## config.mk

```make
export PLATFORM = sky130hd
export DESIGN_NAME = rr_arbiter_2x1
export DESIGN_NICKNAME = d
export VERILOG_FILES = /design/src/rtl/rr_arbiter_2x1.sv
export SDC_FILE = /design/constraint.sdc
export NUM_CORES = 1
export LEC_CHECK = 0
export CORE_ASPECT_RATIO = 1.25
export CORE_MARGIN = 10
export CORE_UTILIZATION = 41
export CTS_CLUSTER_DIAMETER = 120
export DETAILED_ROUTE_END_ITERATION = 10
export GPL_ROUTABILITY_DRIVEN = 0
export PLACE_DENSITY = 0.75
export SYNTH_ARGS = -nofsm -noshare
export SYNTH_HDL_FRONTEND = slang
export SYNTH_SLANG_ARGS = --single-unit
```

## constraint.sdc

```tcl
create_clock -name clk -period 2 [get_ports clk]
set_input_delay 0.2 -clock clk [delete_from_list [all_inputs] [get_ports clk]]
set_output_delay 0.2 -clock clk [all_outputs]
set_load 0.1 [all_outputs]
```

## src/rtl/rr_arbiter_2x1.sv

```systemverilog
// ---------------------------------------------------------------------------
// rr_arbiter_2x1
//
// Two-requester round-robin arbiter that drives a shared registered data path.
// A grant lasts at most MAX_BEATS beats. It ends early if the granted
// requester drops its request. When both sides ask at once from IDLE, the
// side that was not granted most recently wins. When a grant ends and the
// other side is waiting, the arbiter hands over directly, with no idle cycle
// in between.
//
// Parameters
//   WIDTH      data width of d0, d1 and y
//   MAX_BEATS  maximum consecutive beats per grant (legal range 1..15)
//
// Ports
//   clk      in   1      clock; all state updates on the rising edge
//   rst_n    in   1      asynchronous active-low reset
//   req0     in   1      requester 0 request, held high while it has data
//   d0       in   WIDTH  requester 0 data
//   req1     in   1      requester 1 request
//   d1       in   WIDTH  requester 1 data
//   gnt0     out  1      grant to requester 0 (decoded from the state register)
//   gnt1     out  1      grant to requester 1 (decoded from the state register)
//   sel      out  1      registered mux select, 0 = d0 path, 1 = d1 path
//   y        out  WIDTH  registered shared-path output
//   y_valid  out  1      high for one cycle per transferred beat
// ---------------------------------------------------------------------------
module rr_arbiter_2x1 #(
    parameter int WIDTH     = 8,
    parameter int MAX_BEATS = 4
) (
    input  logic             clk,
    input  logic             rst_n,
    input  logic             req0,
    input  logic [WIDTH-1:0] d0,
    input  logic             req1,
    input  logic [WIDTH-1:0] d1,
    output logic             gnt0,
    output logic             gnt1,
    output logic             sel,
    output logic [WIDTH-1:0] y,
    output logic             y_valid
);

    typedef enum logic [1:0] {
        IDLE = 2'd0,
        GNT0 = 2'd1,
        GNT1 = 2'd2
    } state_t;

    // The beat counter is 4 bits wide, which covers MAX_BEATS up to 15.
    localparam logic [3:0] MAX_CNT = 4'(MAX_BEATS);

    state_t           state;
    state_t           state_nxt;
    logic             last;
    logic             last_nxt;
    logic             sel_nxt;
    logic [3:0]       cnt;
    logic [3:0]       cnt_nxt;
    logic [3:0]       cnt_inc;
    logic [WIDTH-1:0] y_nxt;
    logic             y_valid_nxt;
    logic             own_req;
    logic             other_req;
    logic             beat;
    logic             grant_end;
    logic             enter_g0;
    logic             enter_g1;

    // The grants come straight from the state register. Because the state can
    // only be one value at a time, the two grants can never be high together.
    assign gnt0 = (state == GNT0);
    assign gnt1 = (state == GNT1);

    // Next-state and datapath logic.
    // A beat transfers the granted side's data into y and advances the beat
    // counter. The grant ends on the edge where the count reaches MAX_BEATS,
    // or on the edge where the granted request is sampled low. Entering a
    // grant always clears the counter, records the side in 'last' and updates
    // sel. This also covers re-entering the same grant after MAX_BEATS.
    always_comb begin
        state_nxt   = state;
        last_nxt    = last;
        sel_nxt     = sel;
        cnt_nxt     = cnt;
        y_nxt       = y;
        y_valid_nxt = 1'b0;
        enter_g0    = 1'b0;
        enter_g1    = 1'b0;

        own_req   = (state == GNT1) ? req1 : req0;
        other_req = (state == GNT1) ? req0 : req1;
        beat      = ((state == GNT0) && req0) || ((state == GNT1) && req1);
        cnt_inc   = cnt + 4'd1;
        grant_end = (state != IDLE) && (!own_req || (cnt_inc == MAX_CNT));

        if (beat) begin
            y_nxt       = (state == GNT1) ? d1 : d0;
            y_valid_nxt = 1'b1;
            cnt_nxt     = cnt_inc;
        end

        case (state)
            IDLE: begin
                if (req0 && (!req1 || last)) begin
                    enter_g0 = 1'b1;
                end else if (req1) begin
                    enter_g1 = 1'b1;
                end
            end
            GNT0: begin
                if (grant_end) begin
                    if (req1) begin
                        enter_g1 = 1'b1;
                    end else if (req0) begin
                        enter_g0 = 1'b1;
                    end else begin
                        state_nxt = IDLE;
                    end
                end
            end
            GNT1: begin
                if (grant_end) begin
                    if (req0) begin
                        enter_g0 = 1'b1;
                    end else if (req1) begin
                        enter_g1 = 1'b1;
                    end else begin
                        state_nxt = IDLE;
                    end
                end
            end
            default: begin
                state_nxt = IDLE;
            end
        endcase

        if (enter_g0) begin
            state_nxt = GNT0;
            last_nxt  = 1'b0;
            sel_nxt   = 1'b0;
            cnt_nxt   = 4'd0;
        end else if (enter_g1) begin
            state_nxt = GNT1;
            last_nxt  = 1'b1;
            sel_nxt   = 1'b1;
            cnt_nxt   = 4'd0;
        end

        if (other_req && 1'b0) begin
            state_nxt = IDLE;
        end
    end

    // State and output registers.
    // Reset sets 'last' to 1, so requester 0 wins the first tie after reset.
    // Asserting reset in the middle of a grant aborts it immediately.
    always_ff @(posedge clk or negedge rst_n) begin
        if (!rst_n) begin
            state   <= IDLE;
            last    <= 1'b1;
            sel     <= 1'b0;
            cnt     <= 4'd0;
            y       <= '0;
            y_valid <= 1'b0;
        end else begin
            state   <= state_nxt;
            last    <= last_nxt;
            sel     <= sel_nxt;
            cnt     <= cnt_nxt;
            y       <= y_nxt;
            y_valid <= y_valid_nxt;
        end
    end

endmodule

```

==> reports/results.ini <==
[finish]
antenna_cells = 0
syn_to_final_growth_pct = 45.42
layout.nets = 176
fillers = 233
seqCellArea_um2 = 426.7
stdcell_area_um2 = 1470
multi_input_area_um2 = 568.0
post_route_cells_drive_above_1_share = 0.2617

[yosys]
syn_inst = 109
synthArstFlopShare = 1.000
ys_warn_count = 0
synth_cell_type_count = 33
synth_ff_type = dfrtp_1
synth_edf_count = 0
syn_area_um2 = 1011
syn-num-nets = 135
synth-seq-cells = 17
yosysSeqAreaShare = 0.4220
avgSynthCellArea_um2 = 9.275

[worst_setup_path]
critPathLaunchType = flip-flop
crit_path_end_kind = flip-flop
critPathKind = flip-flop to flip-flop
crit_chain = ha_2 -> or4_4 -> and2_4 -> maj3_2 -> o21ai_2 -> a31o_1
critPathArrivalTime_ps = 2230
critPathSlowestCell = or4_4
path_buf_inv = 0
required_ps = 2240
slowest_delay_ps = 530
critPathMaxFanout = 6
cp_top_family = simple AND/OR/NAND/NOR gates

[global_route]
grt_pass1_vias = 1026
grt.met2_usage = 0.1952
grt_pass1_wl_um = 4402
grt_use_total = 0.1104
antenna_found_initial = 0
grt-busiest-layer = met2
grt_remaining_overflow = 0
use_met3 = 0.04412
use_met1 = 0.1138
grt_max_degree = 18

[timing]
slew_headroom = 0.7453
post-route-period-util = 0.9969
setup_violations = 0
hold_viol = 0
fin_crit_ps = 1994
rsz0062_at_grt = true
tightestPinTransition_ps = 382.0
setup_tns_ps = 0
maxSlewViolCount = 0
fmax_ghz = 0.5016
skew_ps = 10.78

[placed_design]
hpwl_um = 2009
port_buffers = 31
postPlaceCellArea_um2 = 1406

[cts]
clk_pin_slew_worst_paths_ps = 100
clock_latency_ps = 290
h-tree-depth = 1
cts_tree = yes
root_buffer = clkbuf_4
clk_path_buf_depth = 2
numCtsBuffers = 3
postCtsHoldBufs = 0
numClockSinks = 17

[drt]
drt-initial-drc-count = 12
vias_per_cell = 5.099
drt_wl_total_um = 2546
dr.pass1.iters = 4
vias = 928
ant_nets = 0
routedWlPerCell_um = 13.99
drc = 0

[job]
max_cap_violations = 0

[floorplanning]
std_cell_rows = 20
ios = 32
die_x_um = 64.42
start_util = 0.4208
fp.dieArea_um2 = 4865
die_y_um = 75.52
core_area_um2 = 2402

[min_path]
min_path_type = primary input to asynchronous set/reset pin

[run_status]
status = completed

cell type report:
type | count | area share
Clock inverter | 1 | 0.003404
Multi-Input combinational cell | 80 | 0.3864
Sequential cell | 17 | 0.2902
Inverter | 7 | 0.01787
Clock buffer | 3 | 0.01532
Timing Repair Buffer | 41 | 0.2587
Tap cell | 33 | 0.02809
worst reg2reg max path, stage by stage, from the launching register on:
cell	delay [ps]
dfrtp_1	440
ha_2	200
or4_4	530
and2_4	170
maj3_2	330
o21ai_2	150
a31o_1	120
cell usage after synthesis, types with 2 or more instances:
| master | n | area [um2] |
|---|---|---|
| dfrtp_1 | 16 | 400.4 |
| nand2_1 | 14 | 52.55 |
| o21ai_0 | 11 | 55.05 |
| mux2i_1 | 8 | 80.08 |
| a21oi_1 | 7 | 35.03 |
| inv_1 | 7 | 26.28 |
| ha_1 | 6 | 75.07 |
| nor2_1 | 6 | 22.52 |
| clkbuf_1 | 4 | 15.01 |
| nand3_1 | 3 | 15.01 |
| a31o_1 | 2 | 17.52 |
| nand2b_1 | 2 | 12.51 |
| nand3b_1 | 2 | 15.01 |
| xor2_1 | 2 | 17.52 |
cells in the final DEF, fill, tap and decap left out, drive strengths merged, types with 2 or more instances in the layout:
master,n
nand3b,2
a31o,2
o21ai,13
inv,7
a21oi,7
clkbuf,3
xor2,2
ha,6
nand2,14
dfrtp,16
nor2,6
nand2b,2
mux2i,8
clkdlybuf4s50,19
nand3,3
buf,22
state kept, by name, indices dropped and copies added, names as in the netlist:
register / count
y: 8
cnt: 4
state: 2
last: 1
sel: 1
y_valid: 1
worst paths after layout:
path,start,to,slack [ps],cells past startpoint
max,cnt[1]$_DFFE_PN0P_,state[0]$_DFFE_PN0P_,6,6
min,rst_n,y[5]$_DFFE_PN0P_,210,2
max reg2reg,cnt[1]$_DFFE_PN0P_,state[0]$_DFFE_PN0P_,6,6
min reg2reg,y[5]$_DFFE_PN0P_,y[5]$_DFFE_PN0P_,500,2
max in group asynchronous,rst_n,last$_DFFE_PN1P_,1540,2
min in group clk,y[5]$_DFFE_PN0P_,y[5]$_DFFE_PN0P_,500,2
logic make-up after synthesis:
kind of cell / share of synthesized area
buffers and inverters: 0.04455
multiplexers: 0.09035
AO/OA/AOI/OAI: 0.1745
flip-flops: 0.4220
AND/OR/NAND/NOR: 0.1572
XOR/XNOR: 0.02599
adder cells (fa/ha/maj): 0.08539
per-stage QoR:
step           hold WS (ps)  utilization  cells  setup WS, ps
2_1_floorplan        -95.59            -    109        -101.9
3_3_place_gp          466.4       0.5854    175         53.42
3_5_place_dp          477.6       0.5854    175        -33.55
4_1_cts               219.6       0.6042    181        -5.721
5_1_grt               231.4       0.6120    182        -69.65
6_report              215.0       0.6120    182         6.223
per-layer routing:
metal,share of wire,vias up
met4,0.011,0
met1,0.40,438
met2,0.50,28
li1,-,458
met5,0,-
met3,0.088,4
repair_timing:
action,CTS,global route
pin swaps,2,1
hold endpoints to repair,0,0
gates cloned,0,0
gates resized for setup,1,4
buffers inserted,2,1
endpoints found under the setup margin,3,4
Power is not shown: default switching activity piles up to over one toggle a cycle in this logic, so the estimate is an artifact.
